--- src/rtl/ffra_sched_pkg.sv ---
// Shared types and constants for the two-requester multiply-accumulate scheduler.
package ffra_sched_pkg;

  localparam int A_W     = 8;
  localparam int CI_W    = 16;
  localparam int O_W     = 16;
  localparam int LAT_MIN = 1;
  localparam int LAT_MAX = 7;
  localparam int CNT_W   = 3;

  typedef enum logic [1:0] {
    ST_IDLE = 2'd0,
    ST_WAIT = 2'd1,
    ST_RESP = 2'd2
  } state_e;

  typedef logic req_id_t;

  typedef struct packed {
    logic [A_W-1:0]  a;
    logic [A_W-1:0]  b;
    logic [CI_W-1:0] ci;
    logic            acc;
  } req_t;

endpackage

--- src/rtl/rr_arb2.sv ---
// Two-way round-robin arbiter: one-hot grant, priority passes to the loser on accept.
module rr_arb2
  import ffra_sched_pkg::*;
(
  input  logic       clk,
  input  logic       rst,
  input  logic [1:0] vld_i,
  input  logic       accept_i,
  output logic [1:0] gnt_o
);

  req_id_t prio_q;

  // NOTE: every combinational output gets a default first so no path leaves it unassigned (no latch).
  always_comb begin
    gnt_o = 2'b00;
    case (vld_i)
      2'b01:   gnt_o = 2'b01;
      2'b10:   gnt_o = 2'b10;
      2'b11:   gnt_o = prio_q ? 2'b10 : 2'b01;
      default: gnt_o = 2'b00;
    endcase
  end

  // NOTE: sequential state uses non-blocking assignments only, so all flops see pre-edge values.
  always_ff @(posedge clk or negedge rst) begin
    if (!rst) begin
      prio_q <= 1'b0;
    end else if (accept_i && (gnt_o != 2'b00)) begin
      prio_q <= !gnt_o[1];
    end
  end

endmodule

--- src/rtl/ffra_sched.sv ---
// Scheduler: arbitrates two requesters onto a fixed-latency external datapath and returns results.
module ffra_sched
  import ffra_sched_pkg::*;
#(
  parameter int LAT = 2
) (
  input  logic            clk,
  input  logic            rst,
  input  logic            r0_vld,
  input  logic            r1_vld,
  output logic            r0_rdy,
  output logic            r1_rdy,
  input  logic [A_W-1:0]  r0_a,
  input  logic [A_W-1:0]  r1_a,
  input  logic [A_W-1:0]  r0_b,
  input  logic [A_W-1:0]  r1_b,
  input  logic [CI_W-1:0] r0_ci,
  input  logic [CI_W-1:0] r1_ci,
  input  logic            r0_acc,
  input  logic            r1_acc,
  output logic            rsp_vld,
  input  logic            rsp_rdy,
  output logic            rsp_id,
  output logic [O_W-1:0]  rsp_o,
  output logic [A_W-1:0]  dp_a,
  output logic [A_W-1:0]  dp_b,
  output logic [CI_W-1:0] dp_ci,
  input  logic [O_W-1:0]  dp_o,
  output logic            busy
);

  state_e          state_q;
  logic [CNT_W-1:0] cnt_q;
  logic [A_W-1:0]  dp_a_q;
  logic [A_W-1:0]  dp_b_q;
  logic [CI_W-1:0] dp_ci_q;
  logic            rsp_vld_q;
  req_id_t         rsp_id_q;
  logic [O_W-1:0]  rsp_o_q;
  logic [O_W-1:0]  acc_q [2];

  logic [1:0]      gnt;
  logic            idle;
  req_id_t         gnt_id;
  req_t            req_sel;
  logic [CI_W-1:0] ci_sel;

  assign idle = (state_q == ST_IDLE);

  rr_arb2 u_arb (
    .clk      (clk),
    .rst      (rst),
    .vld_i    ({r1_vld, r0_vld}),
    .accept_i (idle),
    .gnt_o    (gnt)
  );

  assign r0_rdy = idle & gnt[0];
  assign r1_rdy = idle & gnt[1];

  // Operand mux: an accumulate request replaces its addend with that requester's last result.
  always_comb begin
    gnt_id  = gnt[1];
    req_sel = gnt_id ? '{a: r1_a, b: r1_b, ci: r1_ci, acc: r1_acc}
                     : '{a: r0_a, b: r0_b, ci: r0_ci, acc: r0_acc};
    ci_sel  = req_sel.acc ? acc_q[gnt_id] : req_sel.ci;
  end

  always_ff @(posedge clk or negedge rst) begin
    if (!rst) begin
      state_q   <= ST_IDLE;
      cnt_q     <= '0;
      dp_a_q    <= '0;
      dp_b_q    <= '0;
      dp_ci_q   <= '0;
      rsp_vld_q <= 1'b0;
      rsp_id_q  <= 1'b0;
      rsp_o_q   <= '0;
      // NOTE: the accumulator file is only two words and must read zero after reset, so it is reset.
      for (int i = 0; i < 2; i++) acc_q[i] <= '0;
    end else begin
      case (state_q)
        ST_IDLE: begin
          if (gnt != 2'b00) begin
            dp_a_q   <= req_sel.a;
            dp_b_q   <= req_sel.b;
            dp_ci_q  <= ci_sel;
            rsp_id_q <= gnt_id;
            cnt_q    <= CNT_W'(LAT);
            state_q  <= ST_WAIT;
          end
        end
        ST_WAIT: begin
          // Counter value 1 marks the edge at which dp_o has had LAT cycles to settle.
          cnt_q <= cnt_q - 1'b1;
          if (cnt_q == CNT_W'(1)) begin
            rsp_o_q   <= dp_o;
            rsp_vld_q <= 1'b1;
            state_q   <= ST_RESP;
          end
        end
        ST_RESP: begin
          if (rsp_rdy) begin
            acc_q[rsp_id_q] <= rsp_o_q;
            rsp_vld_q       <= 1'b0;
            state_q         <= ST_IDLE;
          end
        end
        default: state_q <= ST_IDLE;
      endcase
    end
  end

  assign dp_a    = dp_a_q;
  assign dp_b    = dp_b_q;
  assign dp_ci   = dp_ci_q;
  assign rsp_vld = rsp_vld_q;
  assign rsp_id  = rsp_id_q;
  assign rsp_o   = rsp_o_q;
  assign busy    = !idle;

endmodule
--- config.mk ---
export PLATFORM = sky130hd
export DESIGN_NAME = ffra_sched
export DESIGN_NICKNAME = d
export VERILOG_FILES = /design/src/rtl/ffra_sched_pkg.sv /design/src/rtl/rr_arb2.sv /design/src/rtl/ffra_sched.sv
export SDC_FILE = /design/constraint.sdc
export NUM_CORES = 1
export LEC_CHECK = 0
export BUFFER_PORTS_ARGS = -buffer_cell sky130_fd_sc_hd__buf_2
export CAP_MARGIN = 10
export CORE_MARGIN = 10
export CORE_UTILIZATION = 40
export DETAILED_ROUTE_END_ITERATION = 8
export PLACE_DENSITY = 0.75
export SYNTH_ARGS = -nofsm -noshare
export SYNTH_HDL_FRONTEND = slang
export SYNTH_SLANG_ARGS = --single-unit
export TNS_END_PERCENT = 50
--- constraint.sdc ---
create_clock -name clk -period 1.49 [get_ports clk]
set_input_delay 0.0745 -clock clk [delete_from_list [all_inputs] [get_ports clk]]
set_output_delay 0.0745 -clock clk [all_outputs]
set_load 0.03 [all_outputs]
* Word level (Yosys, flattened, before mapping) *
Index checks and enable logic that the tools add are counted.

word-level totals
  logic and storage cells = 61
  bits of input ports = 87
  output and inout bits = 53
  register bits = 88

cells by class
  eq/ne operators = 9
  $add $sub $neg = 1
  reductions and logical operators = 14
  bitwise logic cells = 4
  multiplexer cells = 19
  magnitude comparators = 3

operators by type and width
  operator               count
  $mux W16               5
  $mux W33               1
  $bwmux W32             1
  $demux W16 S1          1
  $pmux W2 S3            2
  $mux W2                4
  $reduce_and A2 Y1      4
  $eq A2 B2 Y1 const B   3
  $pmux W3 S2            1
  $reduce_and A3 Y1      2
  $reduce_bool A2 Y1     3
  $eq A2 B1 Y1 const B   2
  $ge A2 B2 Y1 const B   2
  $ne A2 B2 Y1 const B   2
  $not A1 Y2             2
  $eq A3 B1 Y1 const B   1
  $mux W3                1
  $sub A3 B1 Y3 const B  1
  $and A1 B1 Y1          2
  $logic_and A1 B1 Y1    2
  $logic_not A1 Y1       2
  $logic_not A2 Y1       1
  $lt A2 B1 Y1 const B   1
  $mux W1                2
  other kinds (2)        2

* Logic depth before layout (Yosys ltp) *
Gate-level depths: netlist of the first run.

  depth in word-level cells = 7
  gate-level depth with buffers = 6
  depth with buffers taken out = 5

* Cells and area by module *
A second synthesis of the first run with hierarchy kept.

unflattened totals
  cell total of the unflattened synthesis = 264
  area, all modules = 4,028.9 um^2

modules (own cells, without submodules)
  module      instances  area an instance (um^2)  cells each  seq. area each (um^2)
  ffra_sched  1          3,973.8                  258         2,177.1
  rr_arb2     1          55.1                     6           25.0

* Worst setup path after synthesis of the first run *
Ideal clock, no wire load.

  kind = reg-to-reg
  start point = register state_q[0]
  end point = register dp_ci_q[7] (netlist: dp_ci[7])
  data arrival time = 1.407 ns
  required time = 1.355 ns
  stages on the path, launching flop included = 7
  path buffers = 2
  setup slack = -0.052 ns
  clock period less this slack = 1.542 ns
  cell sequence = dfrtp_1 -> nor2_1 -> inv_2 -> buf_2 -> clkbuf_1 -> o21ai_0 -> o31ai_1

on the way
  cells in the longest elaborated chain, start to end = 2

ends and longest elaborated chain
  what                                RTL line          text
  start, declared                     ffra_sched.sv:32  state_e state_q;
  start signal, assigned              ffra_sched.sv:71  state_q <= ST_IDLE;
  start signal, assigned              ffra_sched.sv:90  state_q <= ST_WAIT;
  start signal, assigned              ffra_sched.sv:99  state_q <= ST_RESP;
  $logic_not A2 Y1                    ffra_sched.sv:82  case (state_q)
  $reduce_and A2 Y1 (no source line)  --
  end signal, assigned                ffra_sched.sv:87  dp_ci_q <= ci_sel;
  end, declared                       ffra_sched.sv:36  logic [CI_W-1:0] dp_ci_q;

No other way between the ends.
A chain may end at the register's enable or synchronous reset.

* Worst setup path in the final report of the first run *
  start point = register state_q[0]
  end point = register acc_q[24] (netlist name)

on the way
  cells in the longest elaborated chain, start to end = 2

ends and longest elaborated chain
  what                                RTL line           text
  $eq A2 B2 Y1                        ffra_sched.sv:82
  $reduce_and A2 Y1 (no source line)  --
  end signal, assigned by index       ffra_sched.sv:104  acc_q[rsp_id_q] <= rsp_o_q;
  end, declared                       ffra_sched.sv:40   logic [O_W-1:0] acc_q [2];

No other way between the ends.

==> results of run 1 <==
==> cell type report <==
type	instances	share of cell area (%)
well taps	133	2.76
clock inverters	5	2.12
inverters	5	0.312
repair buffers	216	25.3
multi-input cells	204	30.5
flip-flops and latches	88	36.6
clock buffers	11	2.35
==> where the power goes <==
| group | leakage, nW | total [mW] | switching (mW) | internal, mW |
|---|---|---|---|---|
| Combinational | 1.71 | 5.76 | 3.18 | 2.57 |
| Sequential | 1.09 | 4.21 | 0.751 | 3.46 |
| Clock | 0.130 | 2.21 | 0.880 | 1.33 |
==> layout by cell type (no fill, tap or decap), types with 17 or more instances in the layout <==
cell type and instances:
o21ai_0 18, nor2b_1 17, buf_2 136, dlygate4sd3_1 49, mux2_2 32, dfrtp_1 86, buf_4 18
==> critical path, delay by kind of cell, from the launching register on <==
kind | cells | cell delay (ns)
mux | 1 | 0.34
simple gates | 2 | 0.33
buf+inv | 2 | 0.33
flops | 1 | 0.44
==> logic make-up (layout without fill, tap and decap cells) <==
kind of cell,count (synthesis),after routing
DFF,88,88
muxes,64,64
AOI/OAI and AO/OA,88,88
buffers and inverters,33,237
adders and majority gates,2,2
and+or+nand+nor,49,49
xor gates and xnor gates,1,1
==> layer usage <==
metal,global-route usage (%),vias up
met4,7.69,0
met2,30.4,140
met1,20.3,1774
met5,0,-
li1,-,1619
met3,3.86,27
==> worst paths after layout <==
path / from / endpoint / slack, ns / cells after the start
min: rsp_rdy / rsp_vld / 0.09 / 3
min in group asynchronous: rst / dp_a[7] / 0.12 / 2
min reg2reg: rsp_vld / rsp_vld / 0.50 / 1
max in group asynchronous: rst / rsp_o[3] / 0.78 / 3
max: state_q[0] / acc_q[24] / -0.06 / 5
max reg2reg: state_q[0] / acc_q[24] / -0.06 / 5
==> stage by stage <==
step / hold WS, ns / std cells / setup TNS [ns] / utilization [%]
2_1_floorplan: -0.221 / 325 / -0.577 / -
3_3_place_gp: -0.0273 / 586 / -1.67 / 50.9
6_report: 0.0945 / 662 / -1.23 / 61.0
4_1_cts: 0.0849 / 661 / -1.32 / 60.8
5_1_grt: 0.111 / 662 / -3.06 / 61.0
3_5_place_dp: -0.0239 / 586 / -3.02 / 50.9
==> timing repair <==
action                     CTS  global route
pin swaps                    1             2
gates cloned                 1             0
setup buffers                9             0
gates resized for setup     34             1
hold buffers                49             0
hold endpoints to repair   120             0
setup endpoints to repair   52            51
==> sequential cells by signal (all words and copies together), names as in the netlist <==
name / count
dp_a: 8
rsp_id: 1
u_arb.prio_q: 1
dp_b: 8
state_q: 2
rsp_o: 16
rsp_vld: 1
acc_q: 32
cnt_q: 3
dp_ci: 16
==> metrics.txt, run 1 <==
filler instances 754; Req. time, crit path 1.75 ns; Sink Count 88; Final Power about 12 mW; largest family of logic cells by synthesized area multiplexers; mux cell area share after synthesis 17.1%; die area about 15000 um2; critical path class reg -> reg; core area ~10000 um2; register area share after synthesis between 50% and 60%; met3 wire length approximately 900 um; max_cap viols 0; vias 3560; Distinct cells, synth 33; placed inst area around 5000 um2; failing checks setup timing; Post-route DRC 0; Critical Path AT 1.81 ns; clk slew on worst S/H paths about 0.090 ns; top_reg_cell synth dfrtp_1; Seq cells post-synth just under 90; met2 wire len around 6400 um; root cell of the clock tree clkbuf_8; Syn Area/Cell approximately 13 um2; vias in the first global route 3811; H-tree depth 3; Final setup viols 33; P&R area growth vs syn 47.2%; Min Clock Period, post-route between 1.5 and 2 ns; register area 2200 um2; routability-driven placement congestion ratio around 0.86; ANT cells 0; CTS buffer count 9; post-DR vias/cell 5.38; nets between 600 and 700; leak pwr 2.93 nW; Top Layer Used met4; peak supply drop between 0.9 and 1 mV; Compound-Gate Fraction of Synth Area between 15 and 20%; Routed wire per std cell just under 20 um; global-route wire length before repair between 20000 and 25000 um; worst-skew pair later-pin latency 0.37 ns; antenna violations before repair 0; max-slew violations 0; RSZ-0062 raised after global routing true; largest net degree at the start of global routing 36; WL met1 5200 um; global route total overflow 0; post-route ant nets 0; Synth Area in Simple Gates slightly below 8%; top-area cell type share of the netlist area between 50% and 60%; Synth Instances between 300 and 400; Relative slew margins 63.4%; share of layout cells above drive strength 1 46.3%; xor-xnor portion of the synthesized cell area less than 1%; skew final ~0.0064 ns; Hold Path Class in -> reg; Synth Warn # 0; I/O Pins 140; highest clock rate 0.644 GHz; clk buf depth 2; status finished, violations left; Post-synth EDFFs 0; Post-Syn Nets a little over 400; drt initial violations 176; Die H about 120 um; Max FO, Critical Path 16; Hold Vio Cnt, Final 0; design area ~6000 um2; detailed placement HPWL approximately 9000 um; TritonCTS clock tree yes; type of origin of the critical path flip-flop; most common cell in the synthesized netlist dfrtp_1; Netlist Area Pre-Place around 4100 um2; Power Density between 2000 and 2500 nW/um2; Initial Util 41.5%; FP Rows 36; largest area contributor in the netlist dfrtp_1; top cells by count, synth dfrtp_1 (88), mux2_2 (48), o21ai_0 (19); worst setup margin -0.0627 ns; TritonRoute pass-1 iters 4; worst-margin pin slew between 0.5 and 0.6 ns; All-Layer GR Usage roughly 18%; Async SR Flop Fraction 100%; IO Port Bufs 139; Cell Chain, Critical Path buf_4 > nand3b_1 > nor2_2 > buf_12 > mux2_2; max incr delay on CP 0.44 ns; Die X-Extent around 120 um; multi-input logic area approximately 1800 um2; final wirelength approximately 13000 um; period utilisation layout 104%; Worst setup EP type flip-flop; pre-CTS WS -0.130 ns; Crit-path slowest cell dfrtp_2; Adder-Cell Fraction of Synth Area less than 1%; Area contributors post-synth dfrtp_1 (54%), mux2_2 (13%), a221o_1 (3.9%), mux2i_1 (3.9%), a221oi_1 (3.4%)
No activity file was read; power rests on OpenSTA's default activity.
==> run 2: changes to the inputs <==
Settings changed: CORE_MARGIN 10 to 1, GPL_TIMING_DRIVEN from default to 0.
==> run 2 against run 1 <==
  * The flow still finishes with violations (setup timing)
  * Die area shrank 28%
  * Total power rose by 2.1%
  * Routed wire length down 3.4%
  * Combinational power is 9.5% higher
  * Sequential power up 2%
  * Cell area grew 4.6%
  * Flip-flop and latch count unchanged
  * Clock skew rose by 0.0067 ns
  * Largest cell class unchanged
  * Largest power group unchanged
==> metrics.txt, run 2 (synthesis results as in run 1) <==
Largest register FFs 32; Cell Count, Final, Fillers Out around 700; Post-Place Cells approximately 600; register share of total power 34.5%; RSZ-0062 raised after global routing true; FF-to-FF End rsp_o[6]; TritonCTS clock tree yes; Max FO, Critical Path 5; share of layout cells above drive strength 1 just over 50%; drt initial violations 184; Switch Pwr 4.99 mW; Comb pwr share 50.8%; Initial Util between 40% and 50%; Min Clock Period, post-route ~1.6 ns; Hold Path Class in -> async; highest clock rate 0.628 GHz; All-Layer GR Usage between 20% and 30%; Int Pwr 7.45 mW; register with the most flip-flops acc_q; most common cell after layout, fill and taps aside buf_2; antenna violations before repair 0; worst-skew pair later-pin latency 0.36 ns; global route total overflow 0; root cell of the clock tree clkbuf_8; largest net degree at the start of global routing 64; peak supply drop about 0.96 mV; vias in the first global route 3680; clk slew on worst S/H paths 0.09 ns; placed inst area 4980 um2; core area 9820 um2; status finished, violations left; crit path to rsp_o[6]; Worst R2R Start state_q[1]; TritonRoute pass-1 iters 4; worst-margin pin slew approximately 0.57 ns; post-route core utilization 64.1%; post-DR vias/cell 5.27; reg2reg setup slack -0.10 ns; Critical Path AT 1.84 ns; Routed wire per std cell 17.9 um; Final Power 12.4 mW; Req. time, crit path 1.74 ns; Power Density ~2000 nW/um2; die area around 11000 um2; detailed placement HPWL a little under 8000 um; type of origin of the critical path flip-flop; I/O Pins 140; H-tree depth 3; Hold Worst Slack between 0.15 and 0.2 ns; Relative slew margins between 60% and 70%; Post-route DRC 0; P&R area growth vs syn 53.9%; global-route wire length before repair about 18000 um; vias approximately 3700; Net Sw Frac 40.1%; worst setup margin -0.101 ns; filler instances slightly below 800; IO Port Bufs between 100 and 150; gr busiest metal met2; critical path class reg -> reg; grt met1 use 26.0%; final wirelength between 10000 and 15000 um; clk buf depth 2; Clock Power Share between 10 and 15%; Worst setup EP type flip-flop; leak pwr 3.07 nW; Hold Vio Cnt, Final 0; max-slew violations 0; max_cap viols 0; Global Route met3 Usage under 10%; failing checks setup timing; commonest non-fill, non-tap cells in the layout buf_2 (139), dfrtp_1 (86), dlygate4sd3_1 (49), mux2_2 (33), buf_4 (23); period utilisation layout 107%; met2 Use GR between 40% and 50%; CTS buffer count 9; Final setup viols 40; post-route ant nets 0; skew final 0.0130 ns; Die X-Extent between 100 and 150 um; Sink Count roughly 90; Critical Path Start state_q[1]; cells on worst reg2reg path 5; routability-driven placement congestion ratio 0.839; FP Rows 36; design area roughly 6300 um2; nets ~640; Die H 103 um
==> run 2: cell count changes in the layout (fill, tap and decap cells not counted), sizes merged <==
cell | before | now
bufbuf | 0 | 1
buf | 167 | 182
bufinv | 4 | 2
clkinvlp | 1 | 2
diode | 0 | 2
clkbuf | 11 | 24
clkinv | 0 | 1
==> run 2: power by group through the flow <==
stage	Clock [mW]	Sequential, mW	Combinational [mW]
after CTS	1.85	4.22	5.80
after global routing	1.95	4.43	6.76
final	1.83	4.29	6.31
after floorplan	0	5.36	2.23
after global placement	0	4.18	4.81
after detailed placement	0	4.26	4.93
==> run 2: layer usage <==
| metal | share of wire (%) | vias up |
|---|---|---|
| li1 | - | 1691 |
| met1 | 41 | 1789 |
| met2 | 50 | 147 |
| met3 | 5.3 | 28 |
| met4 | 3.0 | 0 |
| met5 | 0 | - |
==> run 2: cell type report <==
class                           count  area (um2)  area share (%)
Multi-Input combinational cell    204        1920            30.4
Clock inverter                      5        80.1            1.27
Antenna cell                        2        5.00          0.0795
Timing Repair Buffer              218        1550            24.6
Buffer                             27         210            3.34
Clock buffer                       11         141            2.25
Sequential cell                    88        2200            35.0
Tap cell                          133         166            2.64
Inverter                            5        21.3           0.338
==> run 2: how the worst min path moves through the flow <==
stage / end / slack, ns / startpoint
after global routing: state_q[1] / 0.18 / rsp_rdy
after CTS: state_q[1] / 0.16 / rsp_rdy
after global placement: rsp_o[8] / 0.31 / dp_o[8]
after floorplan: acc_q[0] / -0.22 / rst
after detailed placement: dp_b[2] / 0.01 / rst
final: dp_b[6] / 0.17 / rst
==> run 2: critical path, cell delays in order, from the launching register on <==
cell and delay, ns:
dfrtp_2 0.45, nand2b_4 0.17, nor3b_4 0.22, buf_6 0.18, buf_6 0.15, mux2_4 0.30
==> run 2: what timing repair did <==
action	4_1_cts	5_1_grt
cloned	1	2
setup endpoints to repair	78	72
buffers inserted	20	8
hold buffers	49	0
resized for setup	48	52
pin swaps	6	15
endpoints found under the hold margin	57	0
==> run 2: metrics by stage <==
| stage | setup TNS (ns) | worst slack [ns] |
|---|---|---|
| floorplan | -0.577 | -0.0353 |
| global placement | -41.66 | -0.388 |
| detailed placement | -10.94 | -0.301 |
| CTS | -1.39 | -0.0950 |
| global route | -4.06 | -0.144 |
| finish | -1.74 | -0.101 |
==> run 3: changes to the inputs <==
Settings changed: CORE_UTILIZATION 40 to 45, PLACE_DENSITY 0.75 to 0.82.
==> run 3 against run 2 <==
  * The flow still finishes with violations (setup timing)
  * Combinational power rose by 2%
  * Critical path depth rose by 1
  * Flip-flop and latch count did not move
  * Via count rose by 2.4%
  * Clock skew fell by 0.0031 ns
  * Largest cell class unchanged
  * Largest power group unchanged
==> metrics.txt, run 3 (synthesis results as in run 1) <==
antenna violations before repair 0; H-tree depth 3; period utilisation layout 107%; reg2reg setup slack -0.11 ns; FP Rows 34; Power Density approximately 2000 nW/um2; max-slew violations 0; IO Port Bufs between 100 and 150; most frequent cell on the critical path buf_6; core area approximately 8800 um2; filler instances about 600; routability-driven placement congestion ratio just under 0.9; commonest non-fill, non-tap cells in the layout buf_2 (138), dfrtp_1 (86), dlygate4sd3_1 (49), mux2_4 (33), buf_4 (21); P&R area growth vs syn 52.8%; CTS buffer count 9; Cell Chain, Critical Path buf_6 > nand2b_4 > nor3b_4 > buf_6 > clkbuf_16 > mux2_4; vias approximately 3700; Largest register FFs 32; highest clock rate 0.626 GHz; clk buf depth 2; Critical Path AT about 1.8 ns; post-DR vias/cell roughly 5.6; global route total overflow 0; global-route wire length before repair between 20000 and 25000 um; most common cell after layout, fill and taps aside buf_2; Die X-Extent between 90 and 100 um; Initial Util a little under half; Relative slew margins around 63%; Routed wire per std cell 19.3 um; clk slew on worst S/H paths roughly 0.09 ns; Max FO, Critical Path 5; max incr delay on CP between 0.4 and 0.5 ns; die area approximately 9500 um2; max_cap viols 0; Sink Count between 80 and 90; vias in the first global route slightly below 4000; type of origin of the critical path flip-flop; Fin Setup TNS -1.61 ns; Req. time, crit path approximately 1.7 ns; worst setup margin -0.107 ns; All-Layer GR Usage a little over a quarter; Post-route DRC 0; TritonRoute pass-1 iters 4; detailed placement HPWL 7910 um; drt initial violations between 200 and 250; status finished, violations left; largest net degree at the start of global routing 57; ANT cells 0; worst-skew pair later-pin latency approximately 0.36 ns; skew final 0.00989 ns; peak supply drop 1.05 mV; Worst setup EP type flip-flop; failing checks setup timing; Hold Path Class in -> reg; Min Clock Period, post-route between 1.5 and 2 ns; Buf/Inv on CP 3; nets ~640; Hold Worst Slack 0.173 ns; root cell of the clock tree clkbuf_8; RSZ-0062 raised after global routing true; TritonCTS clock tree yes; post-route ant nets 0; Final setup viols 25; register with the most flip-flops acc_q; share of layout cells above drive strength 1 just under 50%; critical path class reg -> reg; Largest delay share family, worst path buffers and inverters; Crit-path slowest cell dfrtp_2; final wirelength roughly 13000 um; leak pwr around 3.1 nW; Die H roughly 97 um; Hold Vio Cnt, Final 0; worst-margin pin slew roughly 0.55 ns; I/O Pins 140
[run 3: cell count changes in the layout (fill, tap and decap cells not counted), sizes merged]
cell | before | now
bufbuf | 1 | 0
clkinvlp | 2 | 0
buf | 182 | 180
bufinv | 2 | 1
clkbuf | 24 | 27
diode | 2 | 0
[run 3: where the power goes]
group	internal, mW	total, mW	switching (mW)
Sequential	3.46	4.29	0.828
Combinational	3.03	6.43	3.39
Clock	0.958	1.78	0.820
[run 3: timing repair]
item,4_1_cts,5_1_grt
setup endpoints to repair,81,73
setup buffers,21,8
hold endpoints to repair,64,0
resized for setup,39,79
hold buffers,49,0
pin swaps,5,7
gates cloned,0,2
[run 3: tightest hold or removal path: cells and delay by family]
family                 cells  cell delay, ns
AO/OA/AOI/OAI              1            0.06
multiplexers               1            0.10
buffers and inverters      1            0.10
AND/OR/NAND/NOR            1            0.17
[run 3: worst paths after layout]
check	start	endpoint	depth (start not counted)
max	state_q[0]	rsp_o[12]	6
max in group asynchronous	rst	acc_q[10]	3
max reg2reg	state_q[0]	rsp_o[12]	6
min reg2reg	dp_ci[14]	dp_ci[14]	2
min	r1_ci[7]	dp_ci[7]	4
min in group asynchronous	rst	dp_a[7]	2
[run 3: metal layers]
metal	part of all wire (%)	track usage [%]	vias up
met4	4.3	14.9	0
met1	41	33.0	1844
met2	49	45.6	169
li1	-	-	1681
met5	0	0	-
met3	5.7	5.25	49
[run 3: per-stage QoR]
stage / utilization [%] / worst slack, ns / std cells / power, mW / cell area (um2)
floorplan: - / -0.0353 / 325 / 7.59 / 4100
global placement: 56.1 / -0.360 / 570 / 8.95 / 4920
detailed placement: 56.4 / -0.270 / 571 / 9.21 / 4950
CTS: 68.2 / -0.0935 / 657 / 11.8 / 5980
global route: 71.3 / -0.131 / 663 / 13.1 / 6250
finish: 71.3 / -0.107 / 663 / 12.5 / 6250
[run 3: final cells by class]
type | count | area, um2 | share of cell area [%]
sequential | 88 | 2200 | 35.3
multi-input combinational | 204 | 1940 | 31.0
timing repair buffer | 218 | 1550 | 24.8
clock buffer | 14 | 183 | 2.92
buffer | 24 | 181 | 2.90
tap | 108 | 135 | 2.16
clock inverter | 2 | 35.0 | 0.561
inverter | 5 | 21.3 | 0.341
